`config.mk`:
```
export PLATFORM = sky130hd
export DESIGN_NAME = display_scan
export DESIGN_NICKNAME = d
export VERILOG_FILES = /design/src/rtl/display_scan.sv
export SDC_FILE = /design/constraint.sdc
export NUM_CORES = 1
export LEC_CHECK = 0
export BUFFER_PORTS_ARGS = -buffer_cell sky130_fd_sc_hd__clkbuf_2
export CAP_MARGIN = 20
export CORE_UTILIZATION = 40
export CTS_BUF_LIST = sky130_fd_sc_hd__clkbuf_16
export CTS_CLUSTER_SIZE = 12
export DETAILED_ROUTE_END_ITERATION = 10
export PLACE_DENSITY = 0.7
export SLEW_MARGIN = 0
export SYNTH_ARGS = -nofsm -noshare
export SYNTH_HDL_FRONTEND = slang
export SYNTH_SLANG_ARGS = --single-unit
```
`constraint.sdc`:
```
create_clock -name CLK -period 2.53 [get_ports CLK]
set_input_delay 0.506 -clock CLK [delete_from_list [all_inputs] [get_ports CLK]]
set_output_delay 0.506 -clock CLK [all_outputs]
set_load 0.01 [all_outputs]
```
`src/rtl/display_scan.sv`:
```
// rtl/display_scan.sv - multi-digit BCD display scanner with frame-aligned double buffering
module display_scan #(
    parameter int NUM_DIGITS      = 4,
    parameter int TICKS_PER_DIGIT = 20000
) (
    input  logic                    CLK,
    input  logic                    RESET_N,
    input  logic                    LOAD,
    input  logic [4*NUM_DIGITS-1:0] VALUE,
    input  logic                    BLANK_LZ,
    output logic [3:0]              DIGIT,
    output logic [NUM_DIGITS-1:0]   DIGIT_EN,
    output logic                    FRAME_DONE,
    output logic                    LOAD_ACK
);

    localparam int TW = (TICKS_PER_DIGIT > 2) ? $clog2(TICKS_PER_DIGIT) : 1;
    localparam int IW = (NUM_DIGITS > 2) ? $clog2(NUM_DIGITS) : 1;
    localparam int VW = 4 * NUM_DIGITS;

    logic [TW-1:0]         tcnt;
    logic [IW-1:0]         idx;
    logic [VW-1:0]         shadow;
    logic [VW-1:0]         active;
    logic                  pending;

    logic                  tc;
    logic                  fb;
    logic [VW-1:0]         upper;
    logic                  blank;
    logic [NUM_DIGITS-1:0] one_hot;

    // upper holds the current digit and every digit above it; all-zero means a leading zero
    always_comb begin
        tc      = (tcnt == TW'(TICKS_PER_DIGIT - 1));
        fb      = tc && (idx == IW'(NUM_DIGITS - 1));
        upper   = active >> {idx, 2'b00};
        blank   = BLANK_LZ && (idx != '0) && (upper == '0);
        one_hot = NUM_DIGITS'(1) << idx;
    end

    always_ff @(posedge CLK or negedge RESET_N) begin
        if (!RESET_N) begin
            tcnt       <= '0;
            idx        <= '0;
            shadow     <= '0;
            active     <= '0;
            pending    <= 1'b0;
            DIGIT      <= 4'h0;
            DIGIT_EN   <= '1;
            FRAME_DONE <= 1'b0;
            LOAD_ACK   <= 1'b0;
        end else begin
            tcnt <= tc ? '0 : tcnt + TW'(1);
            if (tc) begin
                idx <= (idx == IW'(NUM_DIGITS - 1)) ? '0 : idx + IW'(1);
            end

            if (LOAD) begin
                shadow <= VALUE;
            end

            // A load landing on the boundary bypasses the shadow so it is not acked twice
            if (fb) begin
                if (LOAD) begin
                    active <= VALUE;
                end else if (pending) begin
                    active <= shadow;
                end
                pending  <= 1'b0;
                LOAD_ACK <= LOAD || pending;
            end else begin
                if (LOAD) begin
                    pending <= 1'b1;
                end
                LOAD_ACK <= 1'b0;
            end

            FRAME_DONE <= fb;
            DIGIT      <= upper[3:0];
            DIGIT_EN   <= blank ? '1 : ~one_hot;
        end
    end

endmodule

```
* After elaboration in Yosys (flattened, before gate mapping) *
Index checks and enable logic that the tools add are counted.

cells by class
  add/sub/neg operators = 2
  equal/unequal tests = 2
  shift-type cells = 2
  multiplexer cells = 8
  bitwise gates (word level) = 1
  reduce and logical (&&, ||, !) cells = 9

operator list
  operator                                         number
  two-way mux 16 bit                               2
  logical NOT 16 bit                               1
  right shift 16 x 4 -> 16 bit                     1
  adder 15 x 1 -> 15 bit, second input constant    1
  == test 15 bit, second input constant            1
  two-way mux 15 bit                               1
  nonzero test 2 bit                               3
  two-way mux 4 bit                                1
  inverter 4 bit                                   1
  << shifter 1 x 2 -> 4 bit, first input constant  1
  logical AND 1 bit                                3
  two-way mux 1 bit                                3
  adder 2 x 1 -> 2 bit, second input constant      1
  == test 2 bit, second input constant             1
  two-way mux 2 bit                                1
  AND reduction 2 bit                              1
  logical OR 1 bit                                 1

word-level totals
  bits in registers = 60
  bits of input ports = 20
  output and inout bits = 10
  logic and storage cells = 33

* Logic depth before layout (Yosys ltp) *
Gate-level depths: netlist (run 1).

  depth in word-level cells = 4
  mapped depth = 7
  mapped depth without buffers = 6

* Worst setup path after synthesis (run 1) *
Ideal clock, no wire load.

  path type = reg-to-reg
  from = register tcnt[0]
  to = register active[10]
  library setup time = 0.125 ns
  arrival time = 1.836 ns
  setup slack = 0.569 ns
  cell stages (with the launch flop) = 8
  path through = dfrtp_1 > ha_1 > and4_1 > buf_4 > nand4_2 > nor3_4 > buf_12 > mux2_4

between the ends
  longest elaborated chain between the ends = 3

ends and longest elaborated chain
  what                           RTL line  source
  start, declared                21        logic [TW-1:0] tcnt;
  start signal, assigned         54        tcnt <= tc ? '0 : tcnt + TW'(1);
  == test 15 bit                 35        tc = (tcnt == TW'(TICKS_PER_DIGIT - 1));
  logical AND 1 bit              36        fb = tc && (idx == IW'(NUM_DIGITS - 1));
  AND reduction 2 bit (no line)  -
  end signal, assigned           68        active <= shadow;
  end, declared                  24        logic [VW-1:0] active;

No other way between the ends.
A chain may end at the register's enable or synchronous reset.

* Worst setup path in the final report (run 1) *
  from = register tcnt[0]
  to = register active[0]

Same word-level chain as after synthesis.

==> results of run 1 <==
-- cell families (layout without fill, tap and decap cells) --
group,after synthesis,after routing,share of synthesized area (%)
and+or+nand+nor,44,44,10.7
DFF,60,60,59.2
AOI/OAI and AO/OA,10,10,2.75
adders and majority gates,5,5,2.46
xor gates and xnor gates,10,10,3.44
muxes,36,36,19.0
buffers and inverters,10,52,2.41
-- layout make-up --
type / count / share of cell area (%)
clock inverters: 7 / 1.77
well taps: 75 / 3.09
multi-input cells: 105 / 32.2
flip-flops and latches: 60 / 49.6
repair buffers: 32 / 5.52
inverters: 4 / 0.494
clock buffers: 9 / 7.41
-- worst reg2reg max path: cells and delay by family, from the launching register on --
| kind | cells | cell delay (ns) |
|---|---|---|
| fa+ha+maj | 1 | 0.21 |
| buf+inv | 1 | 0.29 |
| flops | 1 | 0.37 |
| mux | 1 | 0.38 |
| simple gates | 3 | 0.73 |
-- cell usage after synthesis (3+ instances only) --
library cell	number
dfstp_2	4
nand4_1	4
nor2_1	9
o211ai_1	3
xor2_1	6
o21ai_0	4
xnor2_1	4
inv_1	4
nor4_1	3
mux2_4	9
mux4_2	4
dfrtp_1	56
ha_1	5
nand2_1	7
nand3_1	8
mux2_2	23
and4_1	4
-- metal layers --
| metal | up-vias | track usage (%) | wire, um | part of all wire [%] |
|---|---|---|---|---|
| li1 | 703 | - | - | - |
| met1 | 721 | 23.1 | 2280 | 52 |
| met2 | 33 | 21.2 | 1790 | 41 |
| met3 | 9 | 5.56 | 207 | 4.7 |
| met4 | 0 | 10.0 | 128 | 2.9 |
| met5 | - | 0 | 0 | 0 |
-- through the flow --
stage | setup slack (ns) | hold WS [ns] | std cells | instance area [um2]
6_report | 0.427 | 0.149 | 292 | 3040
5_1_grt | 0.298 | 0.185 | 292 | 3040
4_1_cts | 0.412 | 0.166 | 292 | 3040
3_5_place_dp | 0.427 | 0.472 | 276 | 2760
3_3_place_gp | 0.497 | 0.459 | 276 | 2760
2_1_floorplan | 0.569 | 0.210 | 175 | 2540
-- worst max-delay path by stage --
stage                 endpoint  slack (ns)  depth (start not counted)
global placement     active[3]        0.50                          6
finish               active[0]        0.43                          6
detailed placement   active[3]        0.43                          6
CTS                  active[0]        0.41                          6
floorplan           active[10]        0.57                          7
global route         active[3]        0.30                          6
-- flip-flops by register name, summed over array words and instances (netlist names) --
signal / cells
DIGIT: 4
DIGIT_EN: 4
FRAME_DONE: 1
LOAD_ACK: 1
active: 16
idx: 2
pending: 1
shadow: 16
tcnt: 15
-- power by group --
part	internal [mW]	switching (mW)
sequential	0.999	0.0152
combinational	0.0536	0.0491
clock	0.740	0.399
==> results.py, run 1 <==
metrics = {
    "timing": {
        "max_clock_freq_mhz": 475,
        "tns_ns": 0,
        "worst_slew_pin_slew_ns": 0.537,
        "slew_violations": 0,
        "rsz0062_at_grt": "false",
        "max_slew_margin_pct": 64.2,
        "clock_skew_ns": 0.00719,
        "period_share_pct": 83.1,
        "period_needed_ns": 2.10,
        "final-setup-viol-count": 0,
        "final_hold_viol_count": 0,
    },
    "worst_setup_path": {
        "crit_path_top_delay_cell": "dfrtp_1",
        "cp_max_fo": 17,
        "rrSetupSlack_ns": 0.43,
        "critical_path_buf_inv_count": 1,
        "cp-end-kind": "flop",
        "slowest_delay_ns": 0.37,
        "start_kind": "flop",
        "r2r_start": "tcnt[0]",
        "r2r_end": "active[0]",
        "reg2reg_depth": 6,
        "crit_chain": "ha_1 > and4_1 > nand4_2 > nor3_4 > buf_4 > mux2_2",
        "path_delay_family": "simple AND/OR/NAND/NOR gates",
        "cp_data_required_time_ns": 2.74,
        "critPathKind": "flop to flop",
        "crit_path_start": "tcnt[0]",
        "arrival_ns": 2.31,
    },
    "logic_synthesis": {
        "synthDistinctLibCells": 32,
        "synth-edff-count": 0,
        "yosysSeqAreaShare_pct": 59.2,
        "yosys_warnings": 0,
        "synthCells": 175,
        "synth_flop_cell": "dfrtp_1",
        "netlist.area_leader.share_pct": 55.1,
        "async_flop_share_pct": 100,
        "avgSynthCellArea_um2": 14.5,
        "ys_ff_latch": 60,
        "syn_nets": 200,
        "syn_area_um2": 2540,
        "yosysTopAreaCell": "dfrtp_1",
        "synth.area.top_cells": "dfrtp_1, mux2_2, mux2_4",
    },
    "final_layout": {
        "final_cell_mix": "dfrtp_1, clkbuf_2, mux2_2",
        "mostFrequentLayoutCell": "dfrtp_1",
        "seq_area_um2": 1510,
        "finish.utilization_pct": 50.4,
        "drive_gt1_share_pct": 40.1,
        "finalNetCount": 237,
        "n_antenna_cell": 0,
        "area_growth_pct": 19.4,
        "fillCellCount": 530,
        "multi_input_area_um2": 977,
    },
    "floorplanning": {
        "die_x_um": 81.8,
        "pin_count": 30,
        "core_area_um2": 6030,
        "rows": 28,
        "initial_core_util_pct": 42.2,
        "die_h_um": 81.8,
        "dieArea_um2": 6690,
    },
    "drt": {
        "via_per_inst": 5.02,
        "drc": 0,
        "routedWlPerCell_um": 15.1,
        "drt_wl_total_mm": 4.41,
        "antenna_left": 0,
        "via_count": 1466,
        "dr.pass1.iters": 4,
        "drtIter0Drc": 56,
    },
    "clock_tree": {
        "clk_pin_slew_worst_paths_ns": 0.05,
        "clock_path_buffers": 2,
        "cts_hold_buf": 0,
        "cts_root_buffer": "clkbuf_16",
        "cts_tree": "done",
        "cts_resized": 0,
        "postCtsSetupRepairBufs": 0,
        "worstSkewPairLatency_ns": 0.33,
        "ctsHtreeMaxLevel": 3,
        "cts_buffers": 9,
        "cts_sinks": 60,
    },
    "global_route": {
        "grt_pass1_wl_mm": 7.66,
        "gr-total-overflow": 0,
        "grt_max_degree": 25,
        "antenna_found_initial": 0,
        "grt_usage_pct": 16.3,
        "grt_pass1_vias": 1521,
    },
    "power_and_ir_drop": {
        "p_leak_nw": 1.41,
        "vdd_drop_max_v": 0.000452,
        "pwr_density_cell_nw_per_um2": 743,
        "power_mw": 2.26,
    },
    "placement": {
        "hpwl_mm": 2.99,
        "gp_congestion": 0.718,
        "numPortBuffers": 29,
    },
    "run": {
        "maxCapViolCount": 0,
    },
    "hold_path": {
        "hold_path.class": "primary input to async pin",
    },
    "run_status": {
        "outcome": "finished, final reports clean",
    },
}
Note: power is estimated with default switching activity, not from simulation.
==> run 2: changes to the inputs <==
Clock period 2.53 ns to 2.1 ns, I/O delays scaled along.
==> run 2 against run 1 <==
Maximum frequency rose by 9.7%; clock power up 22%; clock skew grew 0.0015 ns; first-iteration DRC count increased by 43%; largest power group unchanged; critical endpoint is now DIGIT_EN[3]; largest cell class unchanged; final cell count rose by 1.0%.
==> results.py, run 2 (same netlist as run 1, synthesis figures left out) <==
metrics = {
    "worst_setup_path": {
        "cp_max_fo": 10,
        "r2r_end": "DIGIT_EN[3]",
        "cp-end-kind": "flop",
        "crit_path_start": "idx[0]",
        "rrSetupSlack_ns": 0.18,
        "r2r_start": "idx[0]",
        "cp_data_required_time_ns": 2.36,
        "arrival_ns": 2.18,
        "critPathKind": "flop to flop",
        "reg2reg_depth": 4,
        "start_kind": "flop",
    },
    "clock_tree": {
        "cts_root_buffer": "clkbuf_16",
        "cts_hold_buf": 0,
        "cts_tree": "done",
        "worstSkewPairLatency_ns": 0.33,
        "cts_sinks": 60,
        "clk_pin_slew_worst_paths_ns": 0.05,
        "cts_resized": 0,
        "cts_buffers": 9,
        "postCtsSetupRepairBufs": 0,
        "ctsHtreeMaxLevel": 3,
        "clock_path_buffers": 2,
    },
    "drt": {
        "drc": 0,
        "drt_wl_total_mm": 4.44,
        "via_per_inst": 5.11,
        "top_layer": "met4",
        "drtIter0Drc": 80,
        "routedWlPerCell_um": 15.1,
        "wl_met3_um": 215,
        "via_count": 1507,
        "wl_met1_mm": 2.21,
        "antenna_left": 0,
        "wl_met2_mm": 1.88,
        "dr.pass1.iters": 5,
    },
    "hold_path": {
        "hold_path.class": "primary input to async pin",
    },
    "timing": {
        "period_share_pct": 91.3,
        "period_needed_ns": 1.92,
        "clock_skew_ns": 0.00870,
        "slew_violations": 0,
        "max_clock_freq_mhz": 522,
        "worst_slew_pin_slew_ns": 0.604,
        "tns_ns": 0,
        "rsz0062_at_grt": "false",
        "final_hold_viol_count": 0,
        "max_slew_margin_pct": 59.7,
        "final-setup-viol-count": 0,
    },
    "final_layout": {
        "final_cell_mix": "dfrtp_1, clkbuf_2, mux2_2",
        "mostFrequentLayoutCell": "dfrtp_1",
        "fin_area_um2": 3090,
        "fillCellCount": 537,
        "n_antenna_cell": 0,
        "reg_top3": "active (16), shadow (16), tcnt (15)",
        "drive_gt1_share_pct": 42.3,
        "finalNetCount": 240,
        "area_growth_pct": 21.5,
    },
    "run": {
        "maxCapViolCount": 0,
    },
    "floorplanning": {
        "rows": 28,
        "initial_core_util_pct": 42.2,
        "die_h_um": 81.8,
        "dieArea_um2": 6690,
        "pin_count": 30,
        "core_area_um2": 6030,
        "die_x_um": 81.8,
    },
    "global_route": {
        "grt_usage_pct": 16.5,
        "grt_max_degree": 24,
        "gr-total-overflow": 0,
        "antenna_found_initial": 0,
        "grt_pass1_wl_mm": 7.94,
        "grt_pass1_vias": 1623,
    },
    "placement": {
        "numPortBuffers": 29,
        "gp_congestion": 0.758,
        "hpwl_mm": 3.12,
        "placed_area_um2": 2810,
    },
    "power_and_ir_drop": {
        "p_leak_nw": 1.43,
        "pwr_density_cell_nw_per_um2": 887,
        "vdd_drop_max_v": 0.000825,
    },
    "run_status": {
        "outcome": "finished, final reports clean",
    },
}
[run 2: area by class of cell]
type,count,area [um2],share of cell area (%)
Clock inverter,7,60.1,1.94
Inverter,4,15.0,0.485
Timing Repair Buffer,35,215,6.96
Clock buffer,9,225,7.28
Sequential cell,60,1510,48.7
Tap cell,75,93.8,3.03
Multi-Input combinational cell,105,977,31.6
[run 2: worst max-delay path, cell delays in order (launching register included)]
cell	delay [ns]
dfrtp_1	0.58
mux4_2	0.56
or2_1	0.24
a2111o_1	0.39
nand2_1	0.09
[run 2: worst max path at each step]
stage / end / slack (ns) / depth (start not counted)
floorplan: active[10] / 0.14 / 7
global placement: DIGIT_EN[1] / 0.24 / 4
detailed placement: DIGIT_EN[2] / 0.18 / 4
CTS: DIGIT_EN[3] / 0.18 / 4
global route: DIGIT_EN[3] / 0.07 / 4
finish: DIGIT_EN[3] / 0.18 / 4
[run 2: metrics by stage]
| stage | worst slack [ns] | power [mW] | hold slack, ns | cells | util, % |
|---|---|---|---|---|---|
| after floorplan | 0.139 | 1.30 | 0.124 | 175 | - |
| after global placement | 0.240 | 1.37 | 0.445 | 279 | 46.6 |
| after detailed placement | 0.184 | 1.37 | 0.452 | 279 | 46.6 |
| after CTS | 0.176 | 2.78 | 0.107 | 295 | 51.3 |
| after global routing | 0.0714 | 2.86 | 0.130 | 295 | 51.3 |
| final | 0.183 | 2.74 | 0.0923 | 295 | 51.3 |
[run 2: metal layers]
layer	GRT usage [%]	up-vias
li1	-	710
met1	21.7	749
met2	23.7	37
met3	4.00	11
met4	11.8	0
met5	0	-
[run 2: power by group]
part	leakage, nW	internal [mW]	switching, mW
registers	0.758	1.20	0.0196
clock network	0.148	0.900	0.494
logic	0.528	0.0694	0.0581
total	1.43	2.17	0.571
==> run 3: changes to the inputs <==
Settings changed: PLACE_DENSITY 0.7 to unset, PLACE_DENSITY_LB_ADDON set to 0.15, SKIP_LAST_GASP set to 1.
==> run 3 against run 2 <==
Largest cell class unchanged; critical path type unchanged; worst hold slack better by 0.036 ns; die area stayed put; global-route usage is 0.25 points lower; via count is 0.33% lower; routed wire length is 2.6% higher; clock power is 8% higher; non-clock buffer count is 2 lower; maximum frequency is 1.9% lower; sequential share of layout area is 0.098 points lower; final cell count is 0.68% lower; cell area is 0.20% higher.
==> results.py, run 3 (same netlist as run 1, synthesis figures left out) <==
metrics = {
    "timing": {
        "setup_ws_ns": 0.147,
        "period_needed_ns": 1.95,
        "clock_skew_ns": 0.00509,
        "max_clock_freq_mhz": 512,
        "rsz0062_at_grt": "false",
        "final-setup-viol-count": 0,
        "period_share_pct": 93.0,
        "slew_violations": 0,
        "max_slew_margin_pct": 56.0,
        "tns_ns": 0,
        "worst_slew_pin_slew_ns": 0.660,
        "final_hold_viol_count": 0,
    },
    "worst_setup_path": {
        "cp_data_required_time_ns": 2.35,
        "arrival_ns": 2.21,
        "critical_path_buf_inv_count": 0,
        "slowest_delay_ns": 0.59,
        "cp-end-kind": "flop",
        "rrSetupSlack_ns": 0.15,
        "critPathKind": "flop to flop",
        "start_kind": "flop",
        "r2r_end": "DIGIT_EN[1]",
        "path_delay_family": "flip-flops",
        "cp_max_fo": 10,
        "crit_path_top_delay_cell": "dfrtp_1",
        "reg2reg_depth": 4,
        "crit_chain": "mux4_2 > or2_1 > a2111o_1 > nand2_1",
        "r2r_start": "idx[0]",
    },
    "floorplanning": {
        "die_x_um": 81.8,
        "die_h_um": 81.8,
        "core_area_um2": 6030,
        "rows": 28,
        "dieArea_um2": 6690,
        "pin_count": 30,
        "initial_core_util_pct": 42.2,
    },
    "clock_tree": {
        "clk_pin_slew_worst_paths_ns": 0.05,
        "cts_buffers": 9,
        "clock_path_buffers": 2,
        "ctsHtreeMaxLevel": 3,
        "cts_sinks": 60,
        "postCtsSetupRepairBufs": 0,
        "worstSkewPairLatency_ns": 0.32,
        "cts_hold_buf": 0,
        "cts_resized": 0,
        "cts_root_buffer": "clkbuf_16",
        "cts_tree": "done",
    },
    "drt": {
        "antenna_left": 0,
        "routedWlPerCell_um": 15.6,
        "via_per_inst": 5.13,
        "drt_wl_total_mm": 4.56,
        "drc": 0,
        "via_count": 1502,
        "drtIter0Drc": 67,
        "dr.pass1.iters": 4,
    },
    "final_layout": {
        "reg_top3": "active (16), shadow (16), tcnt (15)",
        "final_cell_mix": "dfrtp_1, clkbuf_2, mux2_2",
        "area_growth_pct": 21.8,
        "fin_area_um2": 3100,
        "n_antenna_cell": 0,
        "mostFrequentLayoutCell": "dfrtp_1",
        "finalNetCount": 238,
        "drive_gt1_share_pct": 41.3,
    },
    "power_and_ir_drop": {
        "p_seq_share_pct": 43.0,
        "power_switching_mw": 0.557,
        "p_int_mw": 2.29,
        "p_leak_nw": 1.43,
        "pwr_density_cell_nw_per_um2": 919,
        "comb_power_share_pct": 4.4,
        "vdd_drop_max_v": 0.000421,
        "clkPwrFrac_pct": 52.7,
        "power.share.switching_pct": 19.6,
    },
    "global_route": {
        "antenna_found_initial": 0,
        "grt_pass1_vias": 1528,
        "grt_max_degree": 37,
        "gr-total-overflow": 0,
        "grt_usage_pct": 16.3,
        "grt_pass1_wl_mm": 7.58,
    },
    "placement": {
        "pre_cts_slack_ns": 0.173,
        "numPortBuffers": 29,
        "placed_area_um2": 2790,
        "gp_congestion": 0.849,
        "hpwl_mm": 3.34,
    },
    "run_status": {
        "outcome": "finished, final reports clean",
    },
    "hold_path": {
        "hold_path.class": "primary input to async pin",
    },
    "run": {
        "maxCapViolCount": 0,
    },
}
run 3: worst max path at each step:
stage	from	endpoint	slack [ns]	depth (start not counted)
after floorplan	tcnt[0]	active[10]	0.14	7
after global placement	tcnt[0]	active[3]	0.24	6
after detailed placement	idx[0]	DIGIT_EN[1]	0.17	4
after CTS	idx[0]	DIGIT_EN[1]	0.15	4
after global routing	idx[0]	DIGIT_EN[1]	0.04	4
final	idx[0]	DIGIT_EN[1]	0.15	4
run 3: per-stage QoR:
step	cells	util, %	total power [mW]	hold WS [ns]
global placement	277	46.3	1.36	0.469
floorplan	175	-	1.30	0.124
CTS	293	51.4	2.89	0.149
finish	293	51.4	2.85	0.128
detailed placement	277	46.3	1.37	0.479
global route	293	51.4	2.95	0.169
run 3: final cells by class:
class	instances	area, um2
sequential	60	1510
fill	509	2930
clock inverter	7	81.3
timing repair buffer	33	200
tap	75	93.8
clock buffer	9	225
multi-input combinational	105	977
inverter	4	15.0
run 3: metal layers:
metal,global-route usage (%),share of wire (%)
met3,4.33,3.9
met4,10.5,2.5
met2,22.9,47
met1,22.0,46
met5,0,0
run 3: power by group through the flow:
| stage | clock, mW | sequential [mW] | combinational [mW] |
|---|---|---|---|
| floorplan | 0 | 1.24 | 0.0675 |
| global placement | 0 | 1.24 | 0.123 |
| detailed placement | 0 | 1.24 | 0.128 |
| CTS | 1.53 | 1.22 | 0.129 |
| global route | 1.58 | 1.23 | 0.140 |
| finish | 1.50 | 1.22 | 0.125 |
